$ cat src/rtl/aes_seq_pkg.sv
// Shared types and constants for the AES job sequencer: FSM states, key-length
// codes, round/size constants and the keylen decode helper.
package aes_seq_pkg;

  localparam int BLK_W  = 128;
  localparam int WORD_W = 32;
  localparam int BUF_W  = BLK_W + 1;

  typedef enum logic [2:0] {
    ST_IDLE,
    ST_LOAD,
    ST_WAIT_KEY,
    ST_ISSUE,
    ST_WAIT_ENG,
    ST_DRAIN
  } state_e;

  localparam logic [1:0] KEYLEN_128 = 2'd0;
  localparam logic [1:0] KEYLEN_192 = 2'd1;
  localparam logic [1:0] KEYLEN_256 = 2'd2;

  localparam logic [3:0] ROUNDS_128 = 4'd10;
  localparam logic [3:0] ROUNDS_192 = 4'd12;
  localparam logic [3:0] ROUNDS_256 = 4'd14;
  localparam logic [3:0] SIZE_128   = 4'd4;
  localparam logic [3:0] SIZE_192   = 4'd6;
  localparam logic [3:0] SIZE_256   = 4'd8;

  typedef struct packed {
    logic [3:0] round;
    logic [3:0] size;
  } key_cfg_t;

  function automatic key_cfg_t keylen_cfg(input logic [1:0] keylen);
    key_cfg_t cfg;
    case (keylen)
      KEYLEN_128: cfg = '{round: ROUNDS_128, size: SIZE_128};
      KEYLEN_192: cfg = '{round: ROUNDS_192, size: SIZE_192};
      KEYLEN_256: cfg = '{round: ROUNDS_256, size: SIZE_256};
      default:    cfg = '0;
    endcase
    return cfg;
  endfunction

  function automatic logic keylen_legal(input logic [1:0] keylen);
    return keylen != 2'd3;
  endfunction

endpackage

$ cat src/rtl/aes_job_sequencer_if.sv
// Bus bundle between the DMA/CSR side, the sequencer and the AES engine.
// master = the sequencer, slave = the surrounding environment.
interface aes_job_sequencer_if;
  import aes_seq_pkg::*;

  logic              iCmd_valid;
  logic              oCmd_ready;
  logic              iCmd_endec;
  logic [1:0]        iCmd_keylen;
  logic              iKey_ready;
  logic              iBlk_valid;
  logic              oBlk_ready;
  logic [BLK_W-1:0]  iBlk_data;
  logic              iBlk_last;
  logic              oParam_load;
  logic              oEndec;
  logic [3:0]        oRound;
  logic [3:0]        oSize;
  logic              oData_valid;
  logic [WORD_W-1:0] oData_1, oData_2, oData_3, oData_4;
  logic              iEng_valid;
  logic [WORD_W-1:0] iEng_data_1, iEng_data_2, iEng_data_3, iEng_data_4;
  logic              oOut_valid;
  logic              iOut_ready;
  logic [BLK_W-1:0]  oOut_data;
  logic              oOut_last;
  logic              oBusy;
  logic [1:0]        oErr;

  modport master (
    input  iCmd_valid, iCmd_endec, iCmd_keylen, iKey_ready,
    input  iBlk_valid, iBlk_data, iBlk_last,
    input  iEng_valid, iEng_data_1, iEng_data_2, iEng_data_3, iEng_data_4,
    input  iOut_ready,
    output oCmd_ready, oBlk_ready, oParam_load, oEndec, oRound, oSize,
    output oData_valid, oData_1, oData_2, oData_3, oData_4,
    output oOut_valid, oOut_data, oOut_last, oBusy, oErr
  );

  modport slave (
    output iCmd_valid, iCmd_endec, iCmd_keylen, iKey_ready,
    output iBlk_valid, iBlk_data, iBlk_last,
    output iEng_valid, iEng_data_1, iEng_data_2, iEng_data_3, iEng_data_4,
    output iOut_ready,
    input  oCmd_ready, oBlk_ready, oParam_load, oEndec, oRound, oSize,
    input  oData_valid, oData_1, oData_2, oData_3, oData_4,
    input  oOut_valid, oOut_data, oOut_last, oBusy, oErr
  );

endinterface

$ cat src/rtl/aes_seq_outbuf.sv
// Single-entry valid/ready holding register for engine results (data + last).
// A load in the same cycle as a pop wins; flush drops the entry.
module aes_seq_outbuf
  import aes_seq_pkg::*;
(
  input  logic             clk,
  input  logic             rst_n,
  input  logic             load,
  input  logic             flush,
  input  logic             pop_ready,
  input  logic [BUF_W-1:0] din,
  output logic             valid,
  output logic [BUF_W-1:0] dout
);

  logic             valid_q, valid_d;
  logic [BUF_W-1:0] data_q, data_d;

  always_comb begin
    valid_d = valid_q;
    data_d  = data_q;
    if (load) begin
      valid_d = 1'b1;
      data_d  = din;
    end else if (flush || (valid_q && pop_ready)) begin
      valid_d = 1'b0;
      data_d  = '0;
    end
  end

  always_ff @(posedge clk or negedge rst_n) begin
    if (!rst_n) begin
      valid_q <= 1'b0;
      data_q  <= '0;
    end else begin
      valid_q <= valid_d;
      data_q  <= data_d;
    end
  end

  assign valid = valid_q;
  assign dout  = data_q;

endmodule

$ cat src/rtl/aes_job_sequencer.sv
// Sequences one AES job: parameter load, key wait, block issue/result loop.
// Optional result timeout is built only when AES_SEQ_TIMEOUT_EN is defined.
module aes_job_sequencer
  import aes_seq_pkg::*;
#(
  parameter int TIMEOUT_CYC = 64,
  parameter int CNT_W       = 7
) (
  input  logic iClk,
  input  logic iRst_n,
  aes_job_sequencer_if.master bus
);

  if ((1 << CNT_W) <= TIMEOUT_CYC) begin : g_cnt_w_check
    $error("CNT_W too narrow to reach TIMEOUT_CYC");
  end

  state_e           state_q, state_d;
  key_cfg_t         cfg;
  logic             legal;
  logic             endec_q, endec_d;
  logic [3:0]       round_q, round_d, size_q, size_d;
  logic [BLK_W-1:0] blk_q, blk_d;
  logic             dvalid_q, dvalid_d;
  logic             last_pending_q, last_pending_d;
  logic [1:0]       err_q, err_d;
  logic             cmd_ready, blk_ready, param_load, busy;
  logic             cmd_fire, blk_fire, eng_capture, timeout_hit;
  logic             out_valid;
  logic [BUF_W-1:0] out_q;

  assign cfg         = keylen_cfg(bus.iCmd_keylen);
  assign legal       = keylen_legal(bus.iCmd_keylen);
  assign cmd_fire    = cmd_ready && bus.iCmd_valid;
  assign blk_fire    = blk_ready && bus.iBlk_valid;
  assign eng_capture = (state_q == ST_WAIT_ENG) && bus.iEng_valid;

`ifdef AES_SEQ_TIMEOUT_EN
  logic [CNT_W-1:0] cnt_q, cnt_d;

  // A result arriving on the expiry cycle still counts as on time.
  assign timeout_hit = (state_q == ST_WAIT_ENG) && !bus.iEng_valid &&
                       (cnt_q == CNT_W'(TIMEOUT_CYC));

  always_comb begin
    cnt_d = cnt_q;
    if (blk_fire)                      cnt_d = '0;
    else if (state_q == ST_WAIT_ENG)   cnt_d = cnt_q + 1'b1;
  end

  always_ff @(posedge iClk or negedge iRst_n) begin
    if (!iRst_n) cnt_q <= '0;
    else         cnt_q <= cnt_d;
  end
`else
  assign timeout_hit = 1'b0;
`endif

  always_ff @(posedge iClk or negedge iRst_n) begin
    if (!iRst_n) state_q <= ST_IDLE;
    else         state_q <= state_d;
  end

  always_comb begin
    state_d = state_q;
    case (state_q)
      ST_IDLE:     if (cmd_fire && legal) state_d = ST_LOAD;
      ST_LOAD:     state_d = ST_WAIT_KEY;
      ST_WAIT_KEY: if (bus.iKey_ready) state_d = ST_ISSUE;
      ST_ISSUE:    if (blk_fire) state_d = ST_WAIT_ENG;
      ST_WAIT_ENG: begin
        if (eng_capture)      state_d = last_pending_q ? ST_DRAIN : ST_ISSUE;
        else if (timeout_hit) state_d = ST_IDLE;
      end
      ST_DRAIN:    if (out_valid && bus.iOut_ready) state_d = ST_IDLE;
      default:     state_d = ST_IDLE;
    endcase
  end

  always_comb begin
    cmd_ready  = (state_q == ST_IDLE);
    param_load = (state_q == ST_LOAD);
    busy       = (state_q != ST_IDLE);
    blk_ready  = (state_q == ST_ISSUE) && (!out_valid || bus.iOut_ready);
  end

  always_comb begin
    endec_d        = endec_q;
    round_d        = round_q;
    size_d         = size_q;
    blk_d          = blk_q;
    last_pending_d = last_pending_q;
    dvalid_d       = blk_fire;
    err_d          = err_q;
    if (cmd_fire && legal) begin
      endec_d = bus.iCmd_endec;
      round_d = cfg.round;
      size_d  = cfg.size;
    end
    if (blk_fire) begin
      blk_d          = bus.iBlk_data;
      last_pending_d = bus.iBlk_last;
    end
    // Errors restart with each command; a rejected keylen re-flags bit 0.
    if (cmd_fire) err_d = {1'b0, !legal};
    if (bus.iEng_valid && (state_q != ST_WAIT_ENG)) err_d[0] = 1'b1;
    if (timeout_hit) err_d[1] = 1'b1;
  end

  always_ff @(posedge iClk or negedge iRst_n) begin
    if (!iRst_n) begin
      endec_q        <= 1'b0;
      round_q        <= '0;
      size_q         <= '0;
      blk_q          <= '0;
      last_pending_q <= 1'b0;
      dvalid_q       <= 1'b0;
      err_q          <= '0;
    end else begin
      endec_q        <= endec_d;
      round_q        <= round_d;
      size_q         <= size_d;
      blk_q          <= blk_d;
      last_pending_q <= last_pending_d;
      dvalid_q       <= dvalid_d;
      err_q          <= err_d;
    end
  end

  aes_seq_outbuf u_outbuf (
    .clk       (iClk),
    .rst_n     (iRst_n),
    .load      (eng_capture),
    .flush     (timeout_hit),
    .pop_ready (bus.iOut_ready),
    .din       ({last_pending_q, bus.iEng_data_1, bus.iEng_data_2,
                 bus.iEng_data_3, bus.iEng_data_4}),
    .valid     (out_valid),
    .dout      (out_q)
  );

  assign bus.oCmd_ready  = cmd_ready;
  assign bus.oBlk_ready  = blk_ready;
  assign bus.oParam_load = param_load;
  assign bus.oBusy       = busy;
  assign bus.oEndec      = endec_q;
  assign bus.oRound      = round_q;
  assign bus.oSize       = size_q;
  assign bus.oData_valid = dvalid_q;
  assign bus.oData_1     = blk_q[127:96];
  assign bus.oData_2     = blk_q[95:64];
  assign bus.oData_3     = blk_q[63:32];
  assign bus.oData_4     = blk_q[31:0];
  assign bus.oOut_valid  = out_valid;
  assign bus.oOut_data   = out_q[BLK_W-1:0];
  assign bus.oOut_last   = out_q[BLK_W];
  assign bus.oErr        = err_q;

endmodule

$ cat src/flat_wrapper.sv
// flat-port wrapper written by rule: the top's interface ports become plain ports
module aes_job_sequencer_flat import aes_seq_pkg::*;
#(
  parameter int TIMEOUT_CYC = 64,
  parameter int CNT_W       = 7
)
  (iClk, iRst_n, bus_iCmd_valid, bus_iCmd_endec, bus_iCmd_keylen, bus_iKey_ready, bus_iBlk_valid, bus_iBlk_data, bus_iBlk_last, bus_iEng_valid, bus_iEng_data_1, bus_iEng_data_2, bus_iEng_data_3, bus_iEng_data_4, bus_iOut_ready, bus_oCmd_ready, bus_oBlk_ready, bus_oParam_load, bus_oEndec, bus_oRound, bus_oSize, bus_oData_valid, bus_oData_1, bus_oData_2, bus_oData_3, bus_oData_4, bus_oOut_valid, bus_oOut_data, bus_oOut_last, bus_oBusy, bus_oErr);
  aes_job_sequencer_if bus_i ();
  input  logic iClk;
  input  logic iRst_n;
  input wire logic [$bits(bus_i.iCmd_valid)-1:0] bus_iCmd_valid;
  input wire logic [$bits(bus_i.iCmd_endec)-1:0] bus_iCmd_endec;
  input wire logic [$bits(bus_i.iCmd_keylen)-1:0] bus_iCmd_keylen;
  input wire logic [$bits(bus_i.iKey_ready)-1:0] bus_iKey_ready;
  input wire logic [$bits(bus_i.iBlk_valid)-1:0] bus_iBlk_valid;
  input wire logic [$bits(bus_i.iBlk_data)-1:0] bus_iBlk_data;
  input wire logic [$bits(bus_i.iBlk_last)-1:0] bus_iBlk_last;
  input wire logic [$bits(bus_i.iEng_valid)-1:0] bus_iEng_valid;
  input wire logic [$bits(bus_i.iEng_data_1)-1:0] bus_iEng_data_1;
  input wire logic [$bits(bus_i.iEng_data_2)-1:0] bus_iEng_data_2;
  input wire logic [$bits(bus_i.iEng_data_3)-1:0] bus_iEng_data_3;
  input wire logic [$bits(bus_i.iEng_data_4)-1:0] bus_iEng_data_4;
  input wire logic [$bits(bus_i.iOut_ready)-1:0] bus_iOut_ready;
  output wire logic [$bits(bus_i.oCmd_ready)-1:0] bus_oCmd_ready;
  output wire logic [$bits(bus_i.oBlk_ready)-1:0] bus_oBlk_ready;
  output wire logic [$bits(bus_i.oParam_load)-1:0] bus_oParam_load;
  output wire logic [$bits(bus_i.oEndec)-1:0] bus_oEndec;
  output wire logic [$bits(bus_i.oRound)-1:0] bus_oRound;
  output wire logic [$bits(bus_i.oSize)-1:0] bus_oSize;
  output wire logic [$bits(bus_i.oData_valid)-1:0] bus_oData_valid;
  output wire logic [$bits(bus_i.oData_1)-1:0] bus_oData_1;
  output wire logic [$bits(bus_i.oData_2)-1:0] bus_oData_2;
  output wire logic [$bits(bus_i.oData_3)-1:0] bus_oData_3;
  output wire logic [$bits(bus_i.oData_4)-1:0] bus_oData_4;
  output wire logic [$bits(bus_i.oOut_valid)-1:0] bus_oOut_valid;
  output wire logic [$bits(bus_i.oOut_data)-1:0] bus_oOut_data;
  output wire logic [$bits(bus_i.oOut_last)-1:0] bus_oOut_last;
  output wire logic [$bits(bus_i.oBusy)-1:0] bus_oBusy;
  output wire logic [$bits(bus_i.oErr)-1:0] bus_oErr;
  assign bus_i.iCmd_valid = bus_iCmd_valid;
  assign bus_i.iCmd_endec = bus_iCmd_endec;
  assign bus_i.iCmd_keylen = bus_iCmd_keylen;
  assign bus_i.iKey_ready = bus_iKey_ready;
  assign bus_i.iBlk_valid = bus_iBlk_valid;
  assign bus_i.iBlk_data = bus_iBlk_data;
  assign bus_i.iBlk_last = bus_iBlk_last;
  assign bus_i.iEng_valid = bus_iEng_valid;
  assign bus_i.iEng_data_1 = bus_iEng_data_1;
  assign bus_i.iEng_data_2 = bus_iEng_data_2;
  assign bus_i.iEng_data_3 = bus_iEng_data_3;
  assign bus_i.iEng_data_4 = bus_iEng_data_4;
  assign bus_i.iOut_ready = bus_iOut_ready;
  assign bus_oCmd_ready = bus_i.oCmd_ready;
  assign bus_oBlk_ready = bus_i.oBlk_ready;
  assign bus_oParam_load = bus_i.oParam_load;
  assign bus_oEndec = bus_i.oEndec;
  assign bus_oRound = bus_i.oRound;
  assign bus_oSize = bus_i.oSize;
  assign bus_oData_valid = bus_i.oData_valid;
  assign bus_oData_1 = bus_i.oData_1;
  assign bus_oData_2 = bus_i.oData_2;
  assign bus_oData_3 = bus_i.oData_3;
  assign bus_oData_4 = bus_i.oData_4;
  assign bus_oOut_valid = bus_i.oOut_valid;
  assign bus_oOut_data = bus_i.oOut_data;
  assign bus_oOut_last = bus_i.oOut_last;
  assign bus_oBusy = bus_i.oBusy;
  assign bus_oErr = bus_i.oErr;
  aes_job_sequencer #(.TIMEOUT_CYC(TIMEOUT_CYC), .CNT_W(CNT_W)) u_core (.iClk(iClk), .iRst_n(iRst_n), .bus(bus_i));
endmodule
$ cat config.mk
export PLATFORM = sky130hd
export DESIGN_NAME = aes_job_sequencer_flat
export DESIGN_NICKNAME = d
export VERILOG_FILES = /design/src/rtl/aes_seq_pkg.sv /design/src/rtl/aes_job_sequencer_if.sv /design/src/rtl/aes_seq_outbuf.sv /design/src/rtl/aes_job_sequencer.sv /design/src/flat_wrapper.sv
export SDC_FILE = /design/constraint.sdc
export NUM_CORES = 1
export LEC_CHECK = 0
export ABC_AREA = 1
export BUFFER_PORTS_ARGS = -buffer_cell sky130_fd_sc_hd__buf_2
export CORE_AREA = 3 3 208 210
export CTS_CLUSTER_DIAMETER = 40
export DETAILED_ROUTE_END_ITERATION = 12
export DIE_AREA = 0 0 211 213
export GPL_TIMING_DRIVEN = 0
export PLACE_DENSITY = 0.5
export RECOVER_POWER = 100
export SETUP_SLACK_MARGIN = 0.05
export SKIP_LAST_GASP = 1
export SLEW_MARGIN = 10
export SYNTH_ARGS = -nofsm -noshare
export SYNTH_HDL_FRONTEND = slang
export SYNTH_SLANG_ARGS = --single-unit
$ cat constraint.sdc
create_clock -name iClk -period 1.25 [get_ports iClk]
set_input_delay 0.1875 -clock iClk [delete_from_list [all_inputs] [get_ports iClk]]
set_output_delay 0.1875 -clock iClk [all_outputs]
set_load 0.005 [all_outputs]
After elaboration in Yosys (flattened, before gate mapping)
Cells that the tools add are included.
{"block": "word_totals", "register_bits": 273, "in_bits": 267, "output_inout_bits": 274, "word_cells": 54}
{"block": "classes", "n_eq_ne": 14, "muxes": 14, "reduce_logical": 16}
{"op": "two-way mux 129 bit", "count": 2}
{"op": "case mux 8 bit (3 select lines)", "count": 1}
{"op": "two-way mux 3 bit", "count": 6}
{"op": "case mux 3 bit (6 select lines)", "count": 1}
{"op": "logical AND 1 bit", "count": 7}
{"op": "== test 3 x 2 -> 1 bit, second input constant", "count": 2}
{"op": "== test 3 bit, second input constant", "count": 2}
{"op": "!= test 2 x 1 -> 1 bit, second input constant", "count": 3}
{"op": "!= test 2 bit, second input constant", "count": 3}
{"op": "AND reduction 5 bit", "count": 1}
{"op": "two-way mux 1 bit", "count": 4}
{"op": "nonzero test 2 bit", "count": 2}
{"op": "== test 3 x 1 -> 1 bit, second input constant", "count": 1}
{"op": "zero test 3 bit", "count": 1}
{"op": "!= test 3 bit, second input constant", "count": 1}
{"op": "nonzero test 3 bit", "count": 1}
{"op": "== test 2 x 1 -> 1 bit, second input constant", "count": 1}
{"op": "== test 2 bit, second input constant", "count": 1}
{"op": "zero test 1 bit", "count": 2}
{"op": "zero test 2 bit", "count": 1}
{"op": "logical OR 1 bit", "count": 1}

Longest topological paths before layout
{"block": "depth", "depth_word": 6, "depth_mapped": 10, "mapped_depth_nobuf": 8}

Cells and area by module
Synthesis repeated with hierarchy kept, for this count alone.
{"block": "unflattened", "cells_unflattened": 1212, "hier_area_um2": 10934.2}
{"mod": "aes_job_sequencer", "n_inst": 1, "cells_each": 647, "area_each_um2": 5635.4, "seq_area_each_um2": 3528.4}
{"mod": "aes_seq_outbuf", "n_inst": 1, "cells_each": 565, "area_each_um2": 5298.8, "seq_area_each_um2": 3253.1}

Worst setup path after synthesis
Ideal clock, no wire load.
{"block": "synth_path", "path_type": "register -> register", "from": "register u_core.state_q[2]", "to": "register u_core.blk_q[117]", "setup_time_ps": 116, "arrival_time_ps": 1304, "required_time_ps": 1134, "path_slack_ps": -170, "path_stages_with_launch": 10, "n_path_buf": 3, "period_less_slack_ps": 1420, "path_cell_list": "dfrtp_1 -> buf_4 -> inv_2 -> nand3_2 -> nor2_2 -> nand2_1 -> buf_2 -> buf_2 -> nand2_1 -> nand2_1"}
{"block": "synth_via", "elab_chain_len": 3}
{"item": "start: declaration", "line_no": "aes_job_sequencer.sv:18", "source": "state_e state_q, state_d;"}
{"item": "start signal: assignment", "line_no": "aes_job_sequencer.sv:61", "source": "else state_q <= state_d;"}
{"item": "== test 3 x 2 -> 1 bit", "line_no": "aes_job_sequencer.sv:84", "source": "blk_ready = (state_q == ST_ISSUE) && (!out_valid || bus.iOut_ready);"}
{"item": "logical AND 1 bit", "line_no": "aes_job_sequencer.sv:84"}
{"item": "via bus_oBlk_ready", "line_no": "flat_wrapper.sv:25", "source": "output wire logic [$bits(bus_i.oBlk_ready)-1:0] bus_oBlk_ready;"}
{"item": "logical AND 1 bit", "line_no": "aes_job_sequencer.sv:35", "source": "assign blk_fire = blk_ready && bus.iBlk_valid;"}
{"item": "end signal: assignment", "line_no": "aes_job_sequencer.sv:123", "source": "blk_q <= blk_d;"}
{"item": "end: declaration", "line_no": "aes_job_sequencer.sv:23", "source": "logic [BLK_W-1:0] blk_q, blk_d;"}
The timed path passes the listed nets, and every way through them passes these cells.
A chain may end at the register's enable or synchronous reset.

Worst setup path in the final report
{"block": "layout_path", "from": "register u_core.state_q[2]", "to": "output bus_oBlk_ready"}
{"block": "layout_via", "elab_chain_len": 2}
{"item": "== test 3 x 2 -> 1 bit", "line_no": "aes_job_sequencer.sv:84"}
{"item": "logical AND 1 bit", "line_no": "aes_job_sequencer.sv:84"}
{"item": "end: declaration", "line_no": "flat_wrapper.sv:25"}
Every way passes these cells.

==> impl_metrics.toml <==
[global_routing]
grt_max_degree = 88
gr-usage-all-layers_pct = 18.3
overflow = 0
antenna_found_initial = 1
grt_pass1_wl_mm = 65.6
grt_pass1_vias = 11800

[power]
clock_power_share_pct = 31.0
powerDensity_mw_per_mm2 = 2160
seqPwrFrac_pct = 35.0
p_total_w = 0.0434
p_sw_w = 0.0147
ir_drop_v = 0.00115
p_int_w = 0.0287
p_leak_nw = 11.3
p_comb_share_pct = 34.1
power.share.switching_pct = 33.8

[die]
initial_core_util_pct = 26.1
dieWidth_um = 211
coreArea_mm2 = 0.0418
dieArea_mm2 = 0.0449
row_count = 75
io_pins = 541
die_y_um = 213

[sta]
fmaxAchievable_mhz = 601
min_period_ns = 1.67
finClkSkew_ns = 0.0217
timing.hold.ws_ns = -0.0762
tightestPinTransition_ns = 1.31
relSlewSlack_pct = 12.4
setup_violations = 487
min_period_over_period_pct = 133
finalHoldViolCount = 46
slew_violations = 0
worst_slack_ns = -0.415
grt_setup_unrepaired = "yes"

[yosys]
synthDistinctLibCells = 21
synth_area_leaders = "dfrtp_1 (62%), nand2_1 (14%), o21ai_0 (6.6%)"
syn_area_mm2 = 0.0109
avgSynthCellArea_um2 = 9.04
yosys_warnings = 0
synth_cells = 1204
yosys.area.top_type = "dfrtp_1"
synth_top_area_share_pct = 62.3
ys_seq_area_share_pct = 62.3
ys_seq_elements = 271

[flow_run]
maxCapViolations = 0

[clock_tree]
clock_latency_ns = 0.57
cts_root_buf = "clkbuf_16"
cts_buffers = 50
clock_sinks = 271
tritoncts = "built"
htreeDepth = 2
clk_pin_slew_ns = 0.05
clockBufferDepth = 3

[worst_setup_path]
cp_slowest_cell = "dfrtp_1"
path_max_fanout = 5
critical_path_class = "register to output port"
path_buf_inv = 3
critPathArrivalTime_ns = 1.48
crit_chain = "buf_6 -> inv_6 -> nand3_4 -> nor2_4 -> buf_2"
worstPathRequired_ns = 1.06
startpoint_type = "register"
worst_path_largest_cell_delay_ns = 0.37
crit_path_end_kind = "output port"
path_delay_family = "flip-flops"

[route]
drtPass1Iterations = 5
via_per_inst = 4.33
num_vias = 11600
drc = 0
ant_nets = 0
drt_iter0_drc = 528
routed_wl_mm = 44.2
avgRoutedWirePerCell_um = 16.5

[cells_and_area]
nFillCells = 3903
fin_nets = 2368
layout_commonest_cell = "buf_2"
regArea_mm2 = 0.00678
drive_gt1_share_pct = 41.1
layout_common_cells = "buf_2 (538), nand2_1 (274), dfrtp_1 (269)"
fin_area_mm2 = 0.0201
multiInputGateArea_mm2 = 0.00378
area_growth_pct = 85.1

[placed_design]
post_dp_cell_area_mm2 = 0.0144
place.gp.congestion = 0.805
io_buffers = 537
dpl.hpwl_mm = 30.4

[min_path]
min_path_type = "primary input to async pin"

[outcome]
status = "finished with violations"
violations = "hold timing, setup timing"
==> kinds of logic after synthesis <==
group                    after synthesis  share of synthesized area [%]
flip-flops                           271                           62.3
AO/OA/AOI/OAI                        147                           6.76
AND/OR/NAND/NOR                      559                           21.3
adder cells (fa/ha/maj)                7                          0.805
other                                  1                         0.0345
buffers and inverters                219                           8.75
==> area by class of cell <==
type / instances / area share, %
Multi-Input combinational cell: 716 / 18.8
Tap cell: 539 / 3.35
Buffer: 73 / 3.40
Inverter: 144 / 2.75
Clock buffer: 65 / 6.90
Antenna cell: 1 / 0.0124
Clock inverter: 28 / 1.52
Timing Repair Buffer: 838 / 29.6
Sequential cell: 271 / 33.7
==> sequential cells by signal (all words and copies together), names as in the netlist <==
name / flops
u_core.u_outbuf.dout: 129
u_core.blk_q: 128
u_core.bus.oRound: 3
u_core.bus.oSize: 3
u_core.state_q: 3
u_core.bus.oData_valid: 1
u_core.bus.oEndec: 1
u_core.bus.oErr: 1
u_core.last_pending_q: 1
u_core.u_outbuf.valid: 1
==> path summary, 6_finish.rpt <==
check / start / to / slack [ns] / cells after the start
worst max-delay path: u_core.state_q[2] / bus_oBlk_ready / -0.42 / 5
worst min-delay path: iRst_n / u_core.u_outbuf.dout[68] / -0.08 / 1
worst max register to register: u_core.state_q[0] / u_core.blk_q[85] / -0.38 / 10
worst min register to register: u_core.blk_q[118] / u_core.blk_q[118] / 0.46 / 2
max in group asynchronous: iRst_n / u_core.blk_q[101] / -0.20 / 3
min in group iClk: bus_iCmd_keylen[1] / u_core.bus.oSize[3] / 0.06 / 4
==> stage by stage <==
stage,utilization (%),TNS [ns],setup WS (ns),hold slack (ns),cells
finish,48.2,-80.38,-0.415,-0.0762,2675
global route,48.2,-136.29,-0.498,-0.00231,2675
CTS,45.4,-99.54,-0.497,-0.490,2646
detailed placement,34.6,-116.12,-0.681,0.118,2285
global placement,34.3,-1557.24,-5.92,0.384,2282
floorplan,-,-17.94,-0.0955,-0.108,1206
==> what timing repair did <==
item                                   in CTS  in global routing
resized for setup                          63                265
gates cloned                                1                 11
hold buffers                              262                  1
endpoints found under the hold margin     456                107
setup endpoints to repair                 542                542
pin swaps                                   3                 62
setup buffers                               5                 18
==> cell usage after synthesis, drive strengths merged <==
| master | instances |
|---|---|
| nand3 | 137 |
| a21oi | 3 |
| inv | 144 |
| ha | 7 |
| o21ai | 144 |
| nand4 | 3 |
| nand3b | 1 |
| nor2 | 9 |
| conb | 1 |
| clkbuf | 27 |
| buf | 48 |
| nand2 | 409 |
| dfrtp | 271 |
==> power groups by stage <==
stage          sequential, W  clock, W  combinational, W
2_1_floorplan         0.0155         0           0.00492
4_1_cts               0.0151    0.0138            0.0134
3_5_place_dp          0.0152         0            0.0124
5_1_grt               0.0157    0.0142            0.0164
3_3_place_gp          0.0151         0            0.0123
6_report              0.0152    0.0134            0.0148
==> routing by layer <==
metal / vias up / global-route usage (%) / routed length [µm]
met3: 98 / 4.73 / 2690
met1: 5507 / 22.1 / 18000
met5: - / 0 / 0
met2: 399 / 31.5 / 22100
met4: 0 / 6.91 / 1410
li1: 5575 / - / -
Note: power is estimated with default switching activity, not from simulation.
